==> src/rtl/clock_tick_controller.sv <==
// Digital clock timing and time-set front end: one-second prescaler, count-chain control and button-driven set.
// Optional hold-to-repeat for the inc button is built when CLOCK_INC_AUTOREPEAT_EN is defined.
module clock_tick_controller #(
   parameter int TICK_DIV        = 50_000_000,
   parameter int DEBOUNCE_CYCLES = 1_000_000,
   parameter int REPEAT_CYCLES   = 25_000_000
) (
   input  logic       clk,
   input  logic       reset,
   input  logic       btn_mode,
   input  logic       btn_inc,
   input  logic [5:0] sec_cnt,
   input  logic [5:0] min_cnt,
   input  logic [5:0] hr_cnt,
   output logic       sec_en,
   output logic       min_en,
   output logic       hr_en,
   output logic       sec_clear,
   output logic       min_clear,
   output logic       hr_clear,
   output logic       min_load,
   output logic       hr_load,
   output logic [5:0] set_value,
   output logic [1:0] mode
);

   localparam int PW = (TICK_DIV > 2) ? $clog2(TICK_DIV) : 1;
   localparam int DW = (DEBOUNCE_CYCLES > 1) ? $clog2(DEBOUNCE_CYCLES) : 1;

   if (TICK_DIV < 2 || DEBOUNCE_CYCLES < 1 || REPEAT_CYCLES < 1) begin : g_bad_params
      $error("clock_tick_controller: illegal parameter value");
   end

   typedef enum logic [1:0] {RUN = 2'b00, SET_HR = 2'b01, SET_MIN = 2'b10} state_t;

   state_t          state;
   logic [PW-1:0]   presc;
   logic [1:0]      sync1, sync2, deb, deb_q;
   logic [DW-1:0]   deb_cnt [2];
   logic [1:0]      press;
   logic            mode_evt, inc_press, inc_evt;

   // Bit 0 is the mode button, bit 1 the inc button.
   always_ff @(posedge clk) begin
      if (reset) begin
         sync1      <= '0;
         sync2      <= '0;
         deb        <= '0;
         deb_q      <= '0;
         deb_cnt[0] <= '0;
         deb_cnt[1] <= '0;
      end else begin
         sync1 <= {btn_inc, btn_mode};
         sync2 <= sync1;
         deb_q <= deb;
         for (int i = 0; i < 2; i++) begin
            if (sync2[i] != deb[i]) begin
               if (deb_cnt[i] == DW'(DEBOUNCE_CYCLES - 1)) begin
                  deb[i]     <= sync2[i];
                  deb_cnt[i] <= '0;
               end else begin
                  deb_cnt[i] <= deb_cnt[i] + 1'b1;
               end
            end else begin
               deb_cnt[i] <= '0;
            end
         end
      end
   end

   assign press     = deb & ~deb_q;
   assign mode_evt  = press[0];
   assign inc_press = press[1] & ~press[0];

`ifdef CLOCK_INC_AUTOREPEAT_EN
   localparam int RW = (REPEAT_CYCLES > 1) ? $clog2(REPEAT_CYCLES) : 1;
   logic [RW-1:0] rep_cnt;
   logic          rep_hit;

   assign rep_hit = (state != RUN) && deb[1] && !mode_evt && (rep_cnt == RW'(REPEAT_CYCLES - 1));
   assign inc_evt = inc_press | rep_hit;

   // Phase is anchored to the initial press; release or any mode change restarts it.
   always_ff @(posedge clk) begin
      if (reset) begin
         rep_cnt <= '0;
      end else if (state == RUN || !deb[1] || mode_evt || inc_press || rep_hit) begin
         rep_cnt <= '0;
      end else begin
         rep_cnt <= rep_cnt + 1'b1;
      end
   end
`else
   assign inc_evt = inc_press;
`endif

   assign mode = state;

   always_ff @(posedge clk) begin
      if (reset) begin
         state     <= RUN;
         presc     <= '0;
         sec_en    <= 1'b0;
         min_en    <= 1'b0;
         hr_en     <= 1'b0;
         sec_clear <= 1'b0;
         min_clear <= 1'b0;
         hr_clear  <= 1'b0;
         min_load  <= 1'b0;
         hr_load   <= 1'b0;
         set_value <= '0;
      end else begin
         sec_en    <= 1'b0;
         min_en    <= 1'b0;
         hr_en     <= 1'b0;
         sec_clear <= 1'b0;
         min_clear <= 1'b0;
         hr_clear  <= 1'b0;
         min_load  <= 1'b0;
         hr_load   <= 1'b0;
         set_value <= '0;
         case (state)
            RUN: begin
               if (mode_evt) begin
                  state <= SET_HR;
                  presc <= '0;
               end else if (presc == PW'(TICK_DIV - 1)) begin
                  // Each clear rides with its own enable so the counter wraps instead of incrementing.
                  presc     <= '0;
                  sec_en    <= 1'b1;
                  sec_clear <= (sec_cnt == 6'd59);
                  min_en    <= (sec_cnt == 6'd59);
                  min_clear <= (sec_cnt == 6'd59) && (min_cnt == 6'd59);
                  hr_en     <= (sec_cnt == 6'd59) && (min_cnt == 6'd59);
                  hr_clear  <= (sec_cnt == 6'd59) && (min_cnt == 6'd59) && (hr_cnt == 6'd23);
               end else begin
                  presc <= presc + 1'b1;
               end
            end
            SET_HR: begin
               presc <= '0;
               if (mode_evt) begin
                  state <= SET_MIN;
               end else if (inc_evt) begin
                  hr_load   <= 1'b1;
                  set_value <= (hr_cnt >= 6'd23) ? 6'd0 : hr_cnt + 6'd1;
               end
            end
            SET_MIN: begin
               presc <= '0;
               if (mode_evt) begin
                  state     <= RUN;
                  sec_clear <= 1'b1;
               end else if (inc_evt) begin
                  min_load  <= 1'b1;
                  set_value <= (min_cnt >= 6'd59) ? 6'd0 : min_cnt + 6'd1;
               end
            end
            default: begin
               state <= RUN;
               presc <= '0;
            end
         endcase
      end
   end

endmodule

==> config.mk <==
export PLATFORM = sky130hd
export DESIGN_NAME = clock_tick_controller
export DESIGN_NICKNAME = d
export VERILOG_FILES = /design/src/rtl/clock_tick_controller.sv
export SDC_FILE = /design/constraint.sdc
export NUM_CORES = 1
export LEC_CHECK = 0
export BUFFER_PORTS_ARGS = -buffer_cell sky130_fd_sc_hd__buf_2
export CORE_UTILIZATION = 35
export CTS_CLUSTER_DIAMETER = 60
export DETAILED_ROUTE_END_ITERATION = 7
export SETUP_SLACK_MARGIN = 0.2
export SKIP_LAST_GASP = 1
export SYNTH_ARGS = -nofsm -noshare
export SYNTH_HDL_FRONTEND = slang
export SYNTH_SLANG_ARGS = --single-unit
==> constraint.sdc <==
create_clock -name clk -period 3 [get_ports clk]
set_input_delay 0.15 -clock clk [delete_from_list [all_inputs] [get_ports clk]]
set_output_delay 0.15 -clock clk [all_outputs]
set_load 0.02 [all_outputs]
Word level (Yosys, flattened, before mapping):

Memories as Yosys holds them, arrays and structs flattened.
Cells that the tools add are included.

* add/subtract/negate cells: 5
* $lt $le $gt $ge: 2
* equality and inequality tests: 13
* multiplexer cells: 48
* bitwise gates (word level): 14
* reduce and logical (&&, ||, !) cells: 12

Operator list (count)
* 2-to-1 mux 20 bit: 6
* adder 20 x 1 -> 20 bit, second input constant: 2
* == test 20 bit, second input constant: 2
* 2-to-1 mux 6 bit: 6
* 2-to-1 mux 1 bit: 30
* adder 26 x 1 -> 26 bit, second input constant: 1
* == test 26 bit, second input constant: 1
* adder 6 x 1 -> 6 bit, second input constant: 2
* == test 6 bit, second input constant: 2
* case mux 6 bit (2 select lines): 1
* OR reduction 4 bit: 2
* == test 6 x 5 -> 1 bit, second input constant: 1
* >= comparator 6 x 5 -> 1 bit, second input constant: 1
* >= comparator 6 bit, second input constant: 1
* 2-to-1 mux 2 bit: 3
* != test 2 bit, second input constant: 3
* bitwise OR 1 bit: 6
* case mux 2 bit (3 select lines): 1
* OR reduction 2 bit: 3
* inverter 1 bit: 5
* AND reduction 2 bit: 2
* AND reduction 3 bit: 1
* OR reduction 3 bit: 1
* bitwise AND 2 bit: 1
* 8 further kinds: 10

* bits in registers: 49
* memory bits (writable): 40
* input port bits: 22
* output and inout port bits: 16
* memories: 1

Memories
* deb_cnt: words 2, width 20, rd ports 2, clocked after Yosys merged registers in 0, write ports 2, line 39 `logic [DW-1:0] deb_cnt [2];`

Logic depth before layout (Yosys ltp):

Gate-level depths: netlist of the first run.

* word-level depth: 8
* mapped depth: 7

Worst setup path after synthesis of the first run:

No wires, ideal clock.

* kind: register to register
* start point: memory deb_cnt[1][0] (netlist bit)
* end point: memory deb_cnt[1][10] (netlist bit), data pin
* setup time: 266 ps
* arrival time: 1767 ps
* data required time: 2734 ps
* path slack: 967 ps
* stages on the path, launching flop included: 7
* cells stage by stage: edfxtp_1 > ha_1 > and4_1 > nand4_1 > o21ai_1 > clkbuf_1 > nor2_1

RTL lines (line)
* start, declared: 39

Worst setup path after layout of the first run:

* start point: register presc[4]
* end point: register presc[23]

* longest elaborated chain between the ends: 2

Ends and longest elaborated chain
* start, declared: line 37 `logic [PW-1:0] presc;`
* start signal, assigned: line 137 `presc <= presc + 1'b1;`
* branches (longest 2 deep; another with adder 26 x 1 -> 26 bit)

Parallel ways; which one is timed is not known.
A chain may end at the register's enable or synchronous reset.

==> run metrics, run 1 <==
Final Cell Area 5214 sq um; EDFF count, synth 40; TritonCTS buffer count 9; top-count cell post-synth nor2_1; ANT nets after route 0; die height 114.1 microns; Netlist Area Pre-Place 4397 sq um; largest net degree at the start of global routing 21; status finished clean; Unique masters post-synth 45; PwrDens 495.9 nW/um^2; Synth area leader edfxtp_1; Yosys warning count 0; # Post-CTS Setup Buffers 0; post-synthesis sequential area ratio 49.63%; CP endpoint kind register; Cells after Synth 456; CTS Buffer Depth 2; CP required 3.28 ns; die area 13,010 sq um; Yosys reg bits 89; # setup viols final 0; commonest cells in the netlist nor2_1 (54), dfxtp_1 (49), edfxtp_1 (40); start point of the critical path presc[4]; TNS Setup 0 ns; cells along the critical path nand4_2 -> or4_4 -> or4_1 -> a21oi_1; first-pass GRT wire length 15.57 mm; top cells by area, synth edfxtp_1 (27%), dfxtp_1 (22%), nor2_1 (4.6%), xnor2_1 (4.6%), xor2_1 (4.0%); via count 3,496; # H-tree levels 3; Max stage delay on crit path 0.67 ns; Clock Skew 0.008630 ns; worst setup margin 0.9496 ns; end of the critical path presc[23]; Initial Util 36.30%; Overflow after GRT 0; CP arrival 2.33 ns; startpoint types register; Clk Latency, worst-skew pair 0.35 ns; Final Hold Fails 0; Hold Crit Class primary input to register; Cells after DPL 692; Nets 565; Post-synth ARST share 0%; peak supply drop 0.3028 mV; via count of the first global-routing pass 3,489; CTS sink cnt 89; final wirelength 8.883 mm; Lkg Pwr 0.001834 uW; CP Class register to register; Placed Area 4913 sq um; Slew Limit Fails 0; FF-to-FF End presc[23]; HPWL after detailed placement 6.332 mm; Post-route DRC 0; GPL Wtd Cong 0.7813; vias per inst 4.938; R2R setup slack 0.95 ns; Syn-to-layout area delta 18.58%; R2R Path Start presc[4]; fmax 487.7 MHz; Root Buffer clkbuf_16; average wire per standard cell 12.55 microns; share of the synthesized area in the top cell type 27.32%; TritonCTS clock tree yes; final period utilization 68.35%; number of diodes 0; layout cells sized above 1 11.85%; Avg Cell Area, Syn 9.642 sq um; Total Power 2586 uW; crit path max fanout 14; cells on worst reg2reg path 4; DRT Pass-1 Iters 4; Die X-Extent 114.1 microns; fin cells 708; Slowest-stage cell, CP or4_4; RSZ-0062 raised after global routing false; prevailing post-synth register cell dfxtp_1; DP Worst Slack 1.001 ns; max-cap check violation count 0; Iteration-0 DRC Markers 94; clock-pin slew on the worst setup and hold paths 0.07 ns; Rows 40; Core ar. 12,110 sq um; Hold Buf Count CTS 0; I/O pins 38; minimum clock period 2.050 ns; GRT Total Usage 15.15%; I/O Buffers 37; initial antenna violation count 0; cts repair resizes 0
## sequential cells by signal, indices dropped and copies added (netlist names), 2 cells and up
name	cells
deb	2
deb_cnt	40
deb_q	2
mode	2
presc	26
set_value	6
sync1	2
sync2	2
## layout make-up
class | count | area (sq um)
fillers | 1211 | 6898
clock buffers | 9 | 225.2
inverters | 17 | 63.81
well taps | 168 | 210.2
clock inverters | 7 | 75.07
repair buffers | 42 | 222.7
multi-input cells | 376 | 2235
flip-flops and latches | 89 | 2182
## power by group
part | internal (uW) | leakage [uW] | switching [uW]
Sequential | 1300 | 0.000809 | 30.3
Clock | 653 | 0.000151 | 499
Combinational | 45.9 | 0.000875 | 62.2
Total | 1990 | 0.00183 | 592
## cell families (layout without fill, tap and decap cells)
family	count (synthesis)	count (layout)	share of synthesized area [%]
adders and majority gates	8	8	2.277
other	1	40	0.08529
and+or+nand+nor	212	212	26.41
buffers and inverters	30	75	2.874
DFF	89	89	49.63
AOI/OAI and AO/OA	73	73	10.16
xor gates and xnor gates	43	43	8.566
## metal layers
metal | up-vias | GRT usage [%] | share of wire, %
li1 | 1800 | - | -
met1 | 1641 | 19.03 | 49
met2 | 39 | 24.24 | 46
met3 | 16 | 2.806 | 2.2
met4 | 0 | 9.177 | 2.8
met5 | - | 0 | 0
## placed cells by master, fill, tap and decap left out, types with 2 or more instances in the layout
| cell type | synthesis | routed |
|---|---|---|
| nor2_1 | 54 | 54 |
| a221oi_1 | 2 | 2 |
| nor3b_1 | 5 | 5 |
| or3_1 | 15 | 15 |
| o31ai_1 | 12 | 12 |
| nor3_1 | 10 | 10 |
| and2_1 | 4 | 4 |
| and4_1 | 8 | 8 |
| nor2b_1 | 7 | 7 |
| or4_4 | 2 | 2 |
| buf_2 | 2 | 37 |
| inv_6 | 0 | 3 |
| nand3_1 | 26 | 26 |
| a21o_1 | 3 | 3 |
| a21oi_1 | 27 | 27 |
| nor4_1 | 5 | 5 |
| nand2_1 | 27 | 27 |
| nand2b_1 | 2 | 2 |
| and3_1 | 6 | 6 |
| inv_1 | 17 | 17 |
| buf_4 | 1 | 5 |
| xnor2_1 | 23 | 23 |
| nand4b_1 | 3 | 3 |
| o21ai_1 | 3 | 3 |
| clkinv_2 | 0 | 2 |
| o32a_1 | 5 | 5 |
| clkbuf_16 | 0 | 9 |
| o21ai_0 | 18 | 18 |
| edfxtp_1 | 40 | 40 |
| nand4_1 | 17 | 17 |
| dfxtp_1 | 49 | 49 |
| or4_1 | 12 | 12 |
| ha_1 | 8 | 8 |
| conb_1 | 1 | 40 |
| xor2_1 | 20 | 20 |
| nor4b_1 | 3 | 3 |
## worst max-delay path: cells and delay by family, from the launching register on
kind / cells / cell delay, ns
flops: 1 / 0.43
simple gates: 3 / 1.38
compound gates: 1 / 0.17
## worst min-delay path by stage
stage,cells after the start,to,start,slack (ns)
floorplan,1,sync1[0],btn_mode,0.28
global placement,2,sync1[0],btn_mode,0.37
detailed placement,2,sync1[0],btn_mode,0.38
CTS,2,sync1[0],btn_mode,0.02
global route,2,sync1[0],btn_mode,0.03
finish,2,sync1[0],btn_mode,0.02
## stage by stage
step                utilization [%]  hold WS (ns)
global placement              40.57        0.3730
global route                  43.05       0.02638
CTS                           43.05       0.01653
finish                        43.05       0.02425
detailed placement            40.57        0.3822
floorplan                         -        0.2782
No activity file was read; power rests on OpenSTA's default activity.
==> run 2, diff against run 1 <==
==> constraint.sdc (replaced) <==
create_clock -name clk -period 2.15 [get_ports clk]
set_input_delay 0.1075 -clock clk [delete_from_list [all_inputs] [get_ports clk]]
set_output_delay 0.1075 -clock clk [all_outputs]
set_load 0.02 [all_outputs]
==> run 2 against run 1 <==
Effect of this change:
- design area up 3.5%
- sequential share of layout area down 1.3 points
- die area unchanged
- clock skew down 0.0021 ns
- largest cell class unchanged
==> run metrics, run 2 (synthesis results as in run 1) <==
Regs by FF count deb_cnt: 40 flops, presc: 26 flops, set_value: 6 flops; max-cap check violation count 0; crit path max fanout 7; Multi-input gate area 2270 sq um; final period utilization 88.56%; DRT Pass-1 Iters 4; TritonCTS buffer count 9; Initial Util 36.30%; R2R setup slack 0.25 ns; # H-tree levels 3; via count of the first global-routing pass 3,400; GRT Total Usage 14.39%; worst setup margin 0.2459 ns; logic gate share of total power 4.2%; commonest non-fill, non-tap cells in the layout nor2_1 (54), dfxtp_1 (45), edfxtp_1 (40), conb_1 (40), buf_2 (37); largest net degree at the start of global routing 26; Rows 40; I/O Buffers 37; Flop pwr share 49.9%; Iteration-0 DRC Markers 137; DP Worst Slack 0.1171 ns; via count 3,598; Slew Limit Fails 0; max reg flops 40; CP required 2.41 ns; commonest non-fill, non-tap cell in the layout nor2_1; number of diodes 0; die height 114.1 microns; TNS Setup 0 ns; Core ar. 12,110 sq um; die area 13,010 sq um; P_sw 792.3 uW; Hold Crit Class primary input to register; # setup viols final 0; GPL Wtd Cong 0.8096; CP endpoint kind register; Clock Skew 0.006543 ns; peak supply drop 0.4801 mV; layout cells sized above 1 15.34%; first-pass GRT wire length 15.10 mm; I/O pins 38; Final Hold Fails 0; initial antenna violation count 0; HPWL after detailed placement 6.355 mm; startpoint types register; fill cell count 1,213; CP Class register to register; TritonCTS clock tree yes; vias per inst 4.983; Lkg Pwr 0.001913 uW; CP arrival 2.17 ns; Clk Latency, worst-skew pair 0.33 ns; Syn-to-layout area delta 22.68%; average wire per standard cell 12.49 microns; PwrDens 687.9 nW/um^2; hold_ws 0.09604 ns; clock-pin slew on the worst setup and hold paths 0.06 ns; Nets 579; CTS Buffer Depth 2; Final Cell Area 5394 sq um; Die X-Extent 114.1 microns; Total Power 3711 uW; sw frac 21.35%; Overflow after GRT 0; Clk pwr share 45.9%; final wirelength 9.016 mm; status finished clean; Root Buffer clkbuf_16; ANT nets after route 0; Placed Area 4940 sq um; RSZ-0062 raised after global routing false; Post-route DRC 0; Internal 2918 uW; register area 2187 sq um; fmax 525.2 MHz; largest register by flop count deb_cnt; CTS sink cnt 89; minimum clock period 1.904 ns
-- run 2: power groups by stage --
| stage | Sequential, uW | Combinational (uW) | Clock [uW] |
|---|---|---|---|
| floorplan | 1870 | 101 | 0 |
| global placement | 1890 | 145 | 0 |
| CTS | 1850 | 152 | 1740 |
| detailed placement | 1890 | 148 | 0 |
| finish | 1850 | 155 | 1700 |
| global route | 1860 | 177 | 1820 |
-- run 2: stage by stage --
step           utilization (%)  std cells
3_3_place_gp             40.79        695
2_1_floorplan                -        495
3_5_place_dp             40.79        695
5_1_grt                  44.54        722
6_report                 44.54        722
4_1_cts                  43.83        715
-- run 2: routing by layer --
metal / vias up / part of all wire, % / GRT usage, %
li1: 1819 / - / -
met1: 1697 / 47 / 18.13
met2: 71 / 48 / 24.24
met3: 11 / 3.5 / 2.700
met4: 0 / 1.4 / 5.974
met5: - / 0 / 0
-- run 2: timing repair --
action | 4_1_cts | 5_1_grt
setup buffers | 2 | 6
gates cloned | 0 | 1
setup endpoints to repair | 5 | 24
resized for setup | 0 | 12
pin swaps | 2 | 4
endpoints found under the hold margin | 2 | 0
hold buffers | 2 | 0
-- run 2: final timing paths --
kind,cells past startpoint,to,startpoint
worst max-delay path,4,presc[25],presc[6]
worst min-delay path,3,set_value[5],min_cnt[5]
worst max register to register,4,presc[25],presc[6]
worst min register to register,1,presc[0],presc[0]
-- run 2: layout make-up --
| cell class | count | share of cell area (%) |
|---|---|---|
| clock buffers | 12 | 5.150 |
| clock inverters | 4 | 1.044 |
| inverters | 17 | 1.183 |
| multi-input cells | 377 | 42.08 |
| flip-flops and latches | 89 | 40.55 |
| well taps | 168 | 3.897 |
| repair buffers | 55 | 6.101 |
-- run 2: worst max-delay path, stage by stage (launching register included) --
cell and delay, ns:
dfxtp_1 0.41, nand4_4 0.17, or4_4 0.60, or4_1 0.49, a21oi_1 0.16
